$ cat src/rtl/creek_run_ctrl.sv
// Host-side run controller for the creek vector core: Avalon-MM control registers,
// run/wait/resume sequencing, gated instruction-memory loading, cycle counter, PC breakpoint.
module creek_run_ctrl (
    input  logic        clk,
    input  logic        reset_n,
    input  logic [2:0]  avs_address,
    input  logic        avs_read,
    input  logic        avs_write,
    input  logic [31:0] avs_writedata,
    output logic [31:0] avs_readdata,
    output logic [9:0]  instr_address,
    output logic [15:0] instr_writedata,
    output logic        instr_write,
    output logic        pause_n,
    output logic        resume,
    input  logic        waiting,
    input  logic        local_init_done,
    input  logic [9:0]  pc
);

    typedef enum logic [2:0] {
        StIdle = 3'd0,
        StInit = 3'd1,
        StRun  = 3'd2,
        StWait = 3'd3,
        StAck  = 3'd4
    } state_e;

    localparam logic [2:0] AddrCtrl   = 3'd0;
    localparam logic [2:0] AddrStatus = 3'd1;
    localparam logic [2:0] AddrInstr  = 3'd2;
    localparam logic [2:0] AddrCycles = 3'd3;
    localparam logic [2:0] AddrBreak  = 3'd4;
    localparam logic [2:0] AddrLastPc = 3'd5;

    state_e      state_q, state_d;
    logic        resume_q, resume_d;
    logic        instr_write_q, instr_write_d;
    logic [9:0]  instr_addr_q, instr_addr_d;
    logic [15:0] instr_data_q, instr_data_d;
    logic [31:0] cycles_q, cycles_d;
    logic [10:0] break_q, break_d;
    logic [9:0]  last_pc_q, last_pc_d;
    logic        err_q, err_d;
    logic [31:0] rdata_q, rdata_d;

    logic ctrl_wr, instr_wr, break_wr;
    logic cmd_start, cmd_stop, cmd_resume;
    logic running, bp_hit, start_ok;
    logic [31:0] rdata_mux;

    assign ctrl_wr  = avs_write && (avs_address == AddrCtrl);
    assign instr_wr = avs_write && (avs_address == AddrInstr);
    assign break_wr = avs_write && (avs_address == AddrBreak);

    // Only the highest-priority command bit of a CTRL write is considered.
    assign cmd_stop   = ctrl_wr && avs_writedata[1];
    assign cmd_resume = ctrl_wr && avs_writedata[2] && !avs_writedata[1];
    assign cmd_start  = ctrl_wr && avs_writedata[0] && !avs_writedata[1] && !avs_writedata[2];

    assign running = (state_q == StRun) || (state_q == StWait) || (state_q == StAck);
    assign bp_hit  = break_q[10] && (pc == break_q[9:0]);

    always_comb begin
        state_d  = state_q;
        resume_d = 1'b0;
        start_ok = 1'b0;
        case (state_q)
            StIdle: begin
                if (cmd_start) begin
                    start_ok = 1'b1;
                    state_d  = local_init_done ? StRun : StInit;
                end
            end
            StInit: begin
                if (cmd_stop) begin
                    state_d = StIdle;
                end else if (local_init_done) begin
                    state_d = StRun;
                end
            end
            StRun: begin
                if (cmd_stop || bp_hit) begin
                    state_d = StIdle;
                end else if (waiting) begin
                    state_d = StWait;
                end
            end
            StWait: begin
                if (cmd_stop) begin
                    state_d = StIdle;
                end else if (cmd_resume) begin
                    state_d  = StAck;
                    resume_d = 1'b1;
                end
            end
            StAck: begin
                if (cmd_stop) begin
                    state_d = StIdle;
                end else if (!waiting) begin
                    state_d = StRun;
                end
            end
            default: state_d = StIdle;
        endcase
    end

    always_comb begin
        instr_write_d = instr_wr && (state_q == StIdle);
        instr_addr_d  = instr_addr_q;
        instr_data_d  = instr_data_q;
        if (instr_write_d) begin
            instr_addr_d = avs_writedata[25:16];
            instr_data_d = avs_writedata[15:0];
        end

        err_d = err_q;
        if (start_ok) begin
            err_d = 1'b0;
        end else if (instr_wr && (state_q != StIdle)) begin
            err_d = 1'b1;
        end

        cycles_d = cycles_q;
        if (start_ok) begin
            cycles_d = 32'd0;
        end else if (pause_n && !waiting && (cycles_q != 32'hFFFF_FFFF)) begin
            cycles_d = cycles_q + 32'd1;
        end

        break_d = break_wr ? avs_writedata[10:0] : break_q;

        last_pc_d = last_pc_q;
        if (running && (state_d == StIdle)) begin
            last_pc_d = pc;
        end
    end

    always_comb begin
        rdata_mux = 32'd0;
        case (avs_address)
            AddrStatus: rdata_mux = {26'd0, err_q, local_init_done, waiting, state_q};
            AddrCycles: rdata_mux = cycles_q;
            AddrBreak:  rdata_mux = {21'd0, break_q};
            AddrLastPc: rdata_mux = {22'd0, last_pc_q};
            default:    rdata_mux = 32'd0;
        endcase
        rdata_d = avs_read ? rdata_mux : 32'd0;
    end

    always_ff @(posedge clk or negedge reset_n) begin
        if (!reset_n) begin
            state_q       <= StIdle;
            resume_q      <= 1'b0;
            instr_write_q <= 1'b0;
            instr_addr_q  <= 10'd0;
            instr_data_q  <= 16'd0;
            cycles_q      <= 32'd0;
            break_q       <= 11'd0;
            last_pc_q     <= 10'd0;
            err_q         <= 1'b0;
            rdata_q       <= 32'd0;
        end else begin
            state_q       <= state_d;
            resume_q      <= resume_d;
            instr_write_q <= instr_write_d;
            instr_addr_q  <= instr_addr_d;
            instr_data_q  <= instr_data_d;
            cycles_q      <= cycles_d;
            break_q       <= break_d;
            last_pc_q     <= last_pc_d;
            err_q         <= err_d;
            rdata_q       <= rdata_d;
        end
    end

    // Decoded from the registered state so an async reset drops it immediately.
    assign pause_n         = running;
    assign resume          = resume_q;
    assign instr_write     = instr_write_q;
    assign instr_address   = instr_addr_q;
    assign instr_writedata = instr_data_q;
    assign avs_readdata    = rdata_q;

endmodule

$ cat config.mk
export PLATFORM = sky130hd
export DESIGN_NAME = creek_run_ctrl
export DESIGN_NICKNAME = d
export VERILOG_FILES = /design/src/rtl/creek_run_ctrl.sv
export SDC_FILE = /design/constraint.sdc
export NUM_CORES = 1
export LEC_CHECK = 0
export BUFFER_PORTS_ARGS = -buffer_cell sky130_fd_sc_hd__buf_2
export CAP_MARGIN = 20
export CORE_MARGIN = 5
export CORE_UTILIZATION = 59
export CTS_BUF_LIST = sky130_fd_sc_hd__clkbuf_4 sky130_fd_sc_hd__clkbuf_8 sky130_fd_sc_hd__clkbuf_16
export DETAILED_ROUTE_END_ITERATION = 16
export PLACE_DENSITY = 0.85
export SLEW_MARGIN = 20
export SYNTH_ARGS = -nofsm -noshare
export SYNTH_HDL_FRONTEND = slang
export SYNTH_SLANG_ARGS = --single-unit
$ cat constraint.sdc
create_clock -name clk -period 5.6 [get_ports clk]
set_input_delay 0.28 -clock clk [delete_from_list [all_inputs] [get_ports clk]]
set_output_delay 0.28 -clock clk [all_outputs]
set_load 0.02 [all_outputs]
==> impl_results.md, run 1 <==
* Status: completed
* Largest cells by area after synthesis: dfrtp_1, nand2_1, mux2_2
* Yosys warning count at 0
* Internal Pwr Total at between 2 and 2.5 mW
* Synthesized area per cell at 10.61 um^2
* PwrDens at approximately 450 nW/um^2
* GRT busiest layer: met2
* Worst skew pair latency at 520 ps
* Cell variety after synth at 53
* Max-slew headroom at between 20% and 30%
* Die H at ~100 um
* ANT cells at 0
* Async S/R FF share, synth at between 90% and 100%
* Clock share of power at 37.0%
* FMAX at 343.6 MHz
* Most frequent cells in the layout: dfrtp_1, buf_2, nand2_1
* Seq/Total Area, Yosys at a little under three fifths
* Routed WL at roughly 14000 um
* Final hold violation count at 0
* CTS root buf: clkbuf_8
* Placer Congestion at between 0.7 and 0.8
* Global routing met2 resource utilization at 43.93%
* PnR worst setup slack at 2690 ps
* Post-route ant nets at 0
* Buffers added on ports at between 100 and 150
* Seq pwr share at about two fifths
* Placed cell area at about 5900 um^2
* Worst-path fanout max at 16
* Area leader, netlist: dfrtp_1
* First-pass GRT wire length at 22630 um
* Die area at between 10000 and 15000 um^2
* Worst slew pin tran at around 1100 ps
* DR vias/cell at between 5 and 6
* Max cap viols at 0
* Worst VDD drop at about 310 uV
* Comb pwr share at 23.5%
* Largest net degree at the start of global routing at between 60 and 70
* CP Buf/Inv Count at 0
* Register bit total from synthesis at about 120
* Unrepaired setup endpoints after global routing: false
* Clk slew on worst S/H paths at roughly 60 ps
* Area of the multi-input gates at about 2200 um^2
* Pre-CTS setup slack at roughly 2400 ps
* Critical-path cell list: and4_1, nand4_1, o31ai_2, or3_1, a21oi_1
* Static leakage at ~3.2 nW
* Commonest non-fill, non-tap cell in the layout: dfrtp_1
* Setup Skew at 14.66 ps
* Fin crit period at roughly 2900 ps
* Grt ovf at 0
* Top-area cell type share of the netlist area at around 55%
* Mapped cell area at about 5300 um^2
* Worst hold path class: in -> reg
* Die W at about 100 um
* Post-CTS Resized at 0
* WP data arrival at about 3300 ps
* Initial core utilization at about 61%
* Cell Rows at 34
* Required time worst endpoint at roughly 5900 ps
* Number of flops mapped to enable cells by yosys at 0
* DRC at 0
* Post-Synthesis Cells at 500
* Grt met3 use at around 6.7%
* Post-route design area at 6733 um^2
* Clock sink total at 117
* Vias at ~4400
* WS Path Type: reg -> reg
* CP startpoint kind: register
* Largest stage delay, worst path at between 1000 and 1500 ps
* Final hold slack at about 23 ps
* CTS tree: yes
* DPL Wire Length at between 8000 and 9000 um
* Synthesis-to-layout area growth at 26.88%
* Main synth FF type: dfrtp_1
* Initial antenna violation count at 0
* Max clock buf depth at 2
* Final setup viols at 0
* Switching fraction of total power at between 30% and 40%
* FILL cells at 532
* CP delay by family, top: simple AND/OR/NAND/NOR gates
* Register area at 2928 um^2
* Postcts setup bufs at 0
* Grt met1 use at 30.46%
* Tcrit/Tclk final at between 50% and 60%
* Syn Nets at 552
* Slowest CP cell: o31ai_2
* Max-slew violations at 0
* # nets final at just under 700
* Pre-antenna DRT Iters at 5
* I/O pins at approximately 110
* Share of cells above drive strength 1 at 26.92%
* CORE AREA at slightly below 9000 um^2
* DR iter-0 viols at between 200 and 300
* WL/cell at roughly 19 um
* NetSw at around 1 mW
* Post-Route Setup TNS at 0 ps
* Vias in the first global route at 4499
* All-layer global routing usage at approximately a quarter
* CP endpoint kind: register
* H-Tree Depth at 4
* Inserted Clock Buffers at 17
-- cells by family after synthesis --
logic type	after synthesis	share of synthesized area, %
AND/OR/NAND/NOR	219	21.13
flip-flops	117	55.18
multiplexers	32	6.532
XOR/XNOR	16	2.641
adder cells (fa/ha/maj)	1	0.2358
buffers and inverters	30	2.735
AO/OA/AOI/OAI	85	11.55
-- layout make-up --
class | count | share of cell area, %
Timing Repair Buffer | 131 | 11.63
Tap cell | 108 | 2.007
Sequential cell | 117 | 43.49
Clock inverter | 13 | 2.602
Clock buffer | 19 | 6.560
Inverter | 6 | 0.3345
Multi-Input combinational cell | 353 | 33.38
-- state kept, by name, summed over array words and instances (netlist names) --
signal           count
err_q                1
avs_readdata        32
cycles_q            32
instr_write          1
resume               1
last_pc_q           10
state_q              3
instr_writedata     16
instr_address       10
break_q             11
-- final timing paths --
path	slack, ps	start	end	depth (start not counted)
min in group asynchronous	350	reset_n	instr_address[8]	2
hold / removal	20	pc[4]	last_pc_q[4]	2
setup reg to reg	2690	cycles_q[21]	cycles_q[9]	5
hold reg to reg	470	instr_writedata[11]	instr_writedata[11]	2
setup / recovery	2690	cycles_q[21]	cycles_q[9]	5
max in group asynchronous	3990	reset_n	avs_readdata[1]	3
-- cells in the mapped netlist, drive strengths merged (2+ instances only) --
master and n:
or4 5, a2111oi 2, a21boi 2, nand2b 6
a22o 4, and4 3, or3 16, xor2 5
a21oi 18, buf 8, a22oi 4, and2 24
and3 2, o22ai 5, inv 5, clkbuf 16
nand4 11, nor3 3, nand3 20, o21ai 21
nor3b 2, nand3b 4, dfrtp 117, mux2 21
a211oi 2, nor2b 8, o211ai 11, nor2 14
xnor2 11, mux2i 11, nand2 97, o2111ai 3
o31ai 8
-- through the flow --
step / utilization, % / std cells / power [mW]
floorplan: - / 500 / 1.617
global placement: 67.02 / 691 / 1.824
detailed placement: 67.02 / 691 / 1.860
CTS: 76.80 / 747 / 2.989
global route: 76.83 / 747 / 3.155
finish: 76.83 / 747 / 3.024
-- power groups by stage --
stage | Clock (mW) | Combinational (mW) | Sequential, mW
final | 1.12 | 0.710 | 1.19
after global routing | 1.17 | 0.773 | 1.22
after CTS | 1.11 | 0.697 | 1.18
after detailed placement | 0 | 0.674 | 1.19
after global placement | 0 | 0.654 | 1.17
after floorplan | 0 | 0.337 | 1.28
-- metal layers --
metal  part of all wire, %  routed length (um)
met3                   7.2                1003
met5                     0                   0
met1                    38                5284
met2                    51                7092
met4                   3.7                 513
-- timing repair --
| item | in CTS | in global routing |
|---|---|---|
| hold buffers | 24 | 0 |
| endpoints found under the setup margin | 0 | 0 |
| hold endpoints to repair | 79 | 0 |
(Power assumes the default switching activity.)
==> run 2, diff against run 1 <==
--- a/config.mk
+++ b/config.mk
@@ -8,10 +8,10 @@
 export BUFFER_PORTS_ARGS = -buffer_cell sky130_fd_sc_hd__buf_2
 export CAP_MARGIN = 20
 export CORE_MARGIN = 5
-export CORE_UTILIZATION = 59
+export CORE_UTILIZATION = 55
 export CTS_BUF_LIST = sky130_fd_sc_hd__clkbuf_4 sky130_fd_sc_hd__clkbuf_8 sky130_fd_sc_hd__clkbuf_16
 export DETAILED_ROUTE_END_ITERATION = 16
-export PLACE_DENSITY = 0.85
+export PLACE_DENSITY = 0.8
 export SLEW_MARGIN = 20
 export SYNTH_ARGS = -nofsm -noshare
 export SYNTH_HDL_FRONTEND = slang
==> constraint.sdc (replaced) <==
create_clock -name clk -period 2.8 [get_ports clk]
set_input_delay 0.14 -clock clk [delete_from_list [all_inputs] [get_ports clk]]
set_output_delay 0.14 -clock clk [all_outputs]
set_load 0.02 [all_outputs]
==> run 2 against run 1 <==
Compared with the run above:
- sequential power increased by 99%
- count of clock-buffer cells in the layout unchanged
- total power increased by 98%
- die area increased by 6.6%
- clock skew decreased by 4.8 ps
- via count increased by 1.9%
- final cell count increased by 5.9%
- routed wire length decreased by 2.8%
- critical endpoint is now cycles_q[31]
- largest cell class unchanged
- highest routed layer unchanged
==> impl_results.md, run 2 (same netlist as run 1, synthesis figures left out) <==
* Status: completed
* Global routing met2 resource utilization at 41.79% (-2.1 points)
* Pre-CTS setup slack at 440.9 ps (-1992 ps)
* Grt met3 use at 6.030% (-0.63 points)
* Static leakage at 3.346 nW (+3.0%)
* Max-slew violations at 0 (unchanged)
* CTS root buf: clkbuf_8
* Final hold slack at 25.90 ps (+3.162 ps)
* Max cap viols at 0 (unchanged)
* Worst hold path class: in -> reg
* Worst VDD drop at 784.1 uV (+150%)
* Vias at 4491 (+1.9%)
* DR vias/cell at 5.678 (-3.8%)
* First-pass GRT wire length at 22310 um (-1.4%)
* DPL Wire Length at 8437 um (-0.17%)
* Min-delay src: waiting
* Clk slew on worst S/H paths at 60 ps (about the same)
* WHS Endpoint: state_q[0]
* I/O pins at 112 (unchanged)
* WHS Path Cells at 3 (+1)
* Die W at 108.2 um (+3.2%)
* Post-route ant nets at 0 (unchanged)
* Post-CTS Resized at 0 (unchanged)
* Final setup viols at 0 (unchanged)
* CTS tree: yes
* CP startpoint kind: register
* FF-to-FF setup slack at 390 ps (-2300 ps)
* GRT busiest layer: met2
* Path depth of the worst reg2reg path at 5 (unchanged)
* Max clock buf depth at 2 (unchanged)
* PnR worst setup slack at 389.3 ps (-2301 ps)
* Synthesis-to-layout area growth at 31.20%
* Setup Skew at 9.854 ps (-4.807 ps)
* All-layer global routing usage at 24.81% (-0.91 points)
* Grt met1 use at 31.21% (+0.75 points)
* Placer Congestion at 0.8299 (+5.2%)
* Tcrit/Tclk final at 86.10% (+34 points)
* Commonest non-fill, non-tap cell in the layout: dfrtp_1
* Post-layout utilization of the core at 74.63% (-2.2 points)
* Initial core utilization at 56.89% (-3.7 points)
* Buffers added on ports at 105 (unchanged)
* Post-route design area at 6962 um^2 (+3.4%)
* PwrDens at 861.1 nW/um^2 (+92%)
* WL/cell at 17.07 um (-8.2%)
* DR iter-0 viols at 280 (-0.71%)
* WP data arrival at 2850 ps (-400 ps)
* R2R Path End: cycles_q[31]
* Total power draw at 5.995 mW (+98%)
* Unrepaired setup endpoints after global routing: false
* FMAX at 414.8 MHz (+21%)
* Initial antenna violation count at 0 (unchanged)
* Required time worst endpoint at 3240 ps (-2700 ps)
* Fin crit period at 2411 ps (-499.3 ps)
* Most frequent cells in the layout: dfrtp_1, buf_2, nand2_1
* Post-Route Setup TNS at 0 ps (unchanged)
* Final cell count without fillers at 791 (+5.9%)
* Vias in the first global route at 4492 (-0.16%)
* ANT cells at 0 (unchanged)
* # nets final at 701 (+3.4%)
* CP endpoint kind: register
* CORE AREA at 9328 um^2 (+6.4%)
* Die H at 108.2 um (+3.2%)
* H-Tree Depth at 4 (unchanged)
* Max-slew headroom at 43.27% (+15 points)
* Inserted Clock Buffers at 17 (unchanged)
* Worst skew pair latency at 520 ps (about the same)
* Cell Rows at 35 (+2.9%)
* Largest net degree at the start of global routing at 52 (-19%)
* Pre-antenna DRT Iters at 6 (+1)
* Clock sink total at 117 (unchanged)
* Share of cells above drive strength 1 at 27.19% (+0.27 points)
* Final hold violation count at 0 (unchanged)
* Routed WL at 13500 um (-2.8%)
* DRC at 0 (unchanged)
* Grt ovf at 0 (unchanged)
* WS Path Type: reg -> reg
* Placed Cells incl. Taps at 721 (+4.3%)
* Die area at 11710 um^2 (+6.6%)
* Worst slew pin tran at 845.7 ps (-221.9 ps)
* FF-to-FF Start: state_q[0]
* Worst-path fanout max at 12 (-4)
* Placed cell area at 5973 um^2 (+1.7%)
[run 2: changes by cell type in the layout (fill, tap and decap cells not counted), sizes merged]
cell / delta
dlygate4sd3: +14
buf: +9
clkinv: -2
inv: +2
[run 2: what timing repair did]
action | CTS | global route
hold buffers | 38 | 0
endpoints found under the hold margin | 105 | 0
setup buffers | 0 | 0
[run 2: where the power goes]
part	internal [mW]	switching, mW
Sequential	2.07	0.298
Clock	1.40	0.800
Combinational	0.581	0.847
Total	4.05	1.94
[run 2: critical path, cell delays in order (launching register included)]
cell and delay, ps:
dfrtp_1 470, or3b_1 470, a2111oi_4 430, o211ai_2 290
or4_1 530, a21oi_1 140
[run 2: cell type report]
class                      instances  area, um^2
sequential                       117        2928
timing repair buffer             154        1003
fill                             587        2366
inverter                           6       22.52
multi-input combinational        353        2238
clock inverter                    13       172.7
tap                              129       161.4
clock buffer                      19       435.4
[run 2: how the worst max path moves through the flow]
stage / start / slack [ps] / endpoint
floorplan: state_q[0] / 580 / cycles_q[29]
global placement: state_q[0] / 430 / cycles_q[31]
detailed placement: state_q[0] / 440 / cycles_q[31]
CTS: state_q[0] / 410 / cycles_q[31]
global route: state_q[0] / 190 / cycles_q[31]
finish: state_q[0] / 390 / cycles_q[31]
[run 2: per-layer routing]
layer | up-vias | share of wire, %
met5 | - | 0
met4 | 0 | 2.2
met3 | 31 | 6.7
met2 | 184 | 51
met1 | 2208 | 40
li1 | 2068 | -
==> run 3, diff against run 2 <==
==> constraint.sdc (replaced) <==
create_clock -name clk -period 2.8 [get_ports clk]
set_input_delay 0.56 -clock clk [delete_from_list [all_inputs] [get_ports clk]]
set_output_delay 0.56 -clock clk [all_outputs]
set_load 0.02 [all_outputs]
==> run 3 against run 2 <==
Compared with the run above:
- setup slack got worse by 63 ps
- register-to-register slack got worse by 60 ps
- clock skew is 5.0 ps lower
- final cell count is 4.6% lower
- die area did not move
- first-iteration DRC count is 18% lower
- maximum frequency is 2.6% lower
- hold slack improved by 38 ps
- critical path type unchanged
- highest routed layer unchanged
==> impl_results.md, run 3 (same netlist as run 1, synthesis figures left out) <==
* Status: completed
* Switching fraction of total power at 31.71% (-0.73 points)
* Share of cells above drive strength 1 at 29.07% (+1.9 points)
* Placed Cells incl. Taps at 723 (+0.28%)
* DPL Wire Length at 8483 um (+0.55%)
* DR iter-0 viols at 230 (-18%)
* Max cap viols at 0 (unchanged)
* CORE AREA at 9328 um^2 (unchanged)
* Final hold slack at 63.46 ps (+37.56 ps)
* NetSw at 1.864 mW (-4.1%)
* FMAX at 404.2 MHz (-2.6%)
* CP endpoint: cycles_q[31]
* CP endpoint kind: register
* WL/cell at 16.21 um (-5.0%)
* Synthesis-to-layout area growth at 24.31%
* CTS root buf: clkbuf_8
* PwrDens at 891.5 nW/um^2 (+3.5%)
* Setup Skew at 4.881 ps (-4.973 ps)
* I/O pins at 112 (unchanged)
* Die W at 108.2 um (unchanged)
* Commonest non-fill, non-tap cell in the layout: dfrtp_1
* Cell Rows at 35 (unchanged)
* FF-to-FF Start: state_q[0]
* WP data arrival at 2910 ps (+60 ps)
* Unrepaired setup endpoints after global routing: false
* Clk slew on worst S/H paths at 60 ps (about the same)
* Post-route ant nets at 0 (unchanged)
* Die H at 108.2 um (unchanged)
* R2R Path End: cycles_q[31]
* Worst skew pair latency at 510 ps (about the same)
* Final cell count without fillers at 755 (-4.6%)
* Initial core utilization at 56.89% (unchanged)
* WS Path Type: reg -> reg
* H-Tree Depth at 4 (unchanged)
* Tcrit/Tclk final at 88.35% (+2.3 points)
* Required time worst endpoint at 3240 ps (about the same)
* Post-CTS Resized at 0 (unchanged)
* FF-to-FF setup slack at 330 ps (-60 ps)
* Placer Congestion at 0.8373 (+0.89%)
* Worst hold path class: in -> async
* Max-slew violations at 0 (unchanged)
* Initial antenna violation count at 0 (unchanged)
* # nets final at 665 (-5.1%)
* Pre-antenna DRT Iters at 4 (-2)
* Final setup viols at 0 (unchanged)
* Largest net degree at the start of global routing at 51 (-1.9%)
* CP startpoint kind: register
* Post-layout utilization of the core at 70.72% (-3.9 points)
* Grt ovf at 0 (unchanged)
* Buffers added on ports at 105 (unchanged)
* Worst Setup SP: state_q[0]
* Worst VDD drop at 582.5 uV (-26%)
* Postcts setup bufs at 0 (unchanged)
* First-pass GRT wire length at 20010 um (-10%)
* All-layer global routing usage at 21.99% (-2.8 points)
* Vias at 4214 (-6.2%)
* Internal Pwr Total at 4.016 mW (-0.84%)
* ANT cells at 0 (unchanged)
* Worst-path fanout max at 12 (unchanged)
* Worst slew pin tran at 783.8 ps (-61.92 ps)
* Clock share of power at 37.3% (+0.6 points)
* Max-slew headroom at 47.43% (+4.2 points)
* DRC at 0 (unchanged)
* Routed WL at 12240 um (-9.4%)
* Static leakage at 3.198 nW (-4.4%)
* DR vias/cell at 5.581 (-1.7%)
* Hold_buf cts at 0 (-100%)
* Fin crit period at 2474 ps (+63.26 ps)
* Comb pwr share at 22.8% (-1.0 points)
* Clock sink total at 117 (unchanged)
* CTS tree: yes
* Vias in the first global route at 4105 (-8.6%)
* Most frequent cells in the layout: dfrtp_1, buf_2, nand2_1
* Inserted Clock Buffers at 17 (unchanged)
* Final hold violation count at 0 (unchanged)
* Seq pwr share at 39.9% (+0.4 points)
* Path depth of the worst reg2reg path at 5 (unchanged)
* Post-Route Setup TNS at 0 ps (unchanged)
* Max clock buf depth at 2 (unchanged)
* Die area at 11710 um^2 (unchanged)
-- run 3: routing by layer --
layer,up-vias,wire length (um),share of wire [%],track usage (%)
li1,1989,-,-,-
met1,2065,5308,43,28.71
met2,142,6022,49,35.88
met3,18,684,5.6,5.134
met4,0,224,1.8,8.296
met5,-,0,0,0
-- run 3: metrics by stage --
| stage | setup slack (ps) | instance area [um^2] | total power, mW |
|---|---|---|---|
| 6_report | 326.1 | 6596 | 5.880 |
| 5_1_grt | 227.6 | 6596 | 6.172 |
| 4_1_cts | 328.0 | 6596 | 5.928 |
| 3_5_place_dp | 363.2 | 5988 | 3.716 |
| 3_3_place_gp | 396.5 | 5988 | 3.660 |
| 2_1_floorplan | 439.8 | 5306 | 3.233 |
-- run 3: layout make-up --
class	count	area [um^2]
clock buffer	19	435.4
clock inverter	13	172.7
fill	689	2731
inverter	6	22.52
multi-input combinational	353	2238
sequential	117	2928
tap	129	161.4
timing repair buffer	118	638.1
-- run 3: power groups by stage --
stage	registers, mW	logic (mW)	clock network, mW
floorplan	2.56	0.674	0
global placement	2.35	1.31	0
detailed placement	2.37	1.35	0
CTS	2.34	1.36	2.23
global route	2.40	1.47	2.31
finish	2.35	1.34	2.19
-- run 3: worst max-delay path: stages (launching register included) --
cell and delay [ps]:
dfrtp_1 480, or3b_1 470, a2111oi_4 450, o211ai_2 300, or4_1 550, a21oi_1 160
-- run 3: how the worst min path moves through the flow --
stage / from / end / slack [ps]
2_1_floorplan: reset_n / avs_readdata[0] / 260
3_3_place_gp: instr_writedata[11] / instr_writedata[11] / 460
3_5_place_dp: instr_writedata[0] / instr_writedata[0] / 460
4_1_cts: reset_n / avs_readdata[19] / 70
5_1_grt: reset_n / avs_readdata[19] / 110
6_report: reset_n / avs_readdata[19] / 60
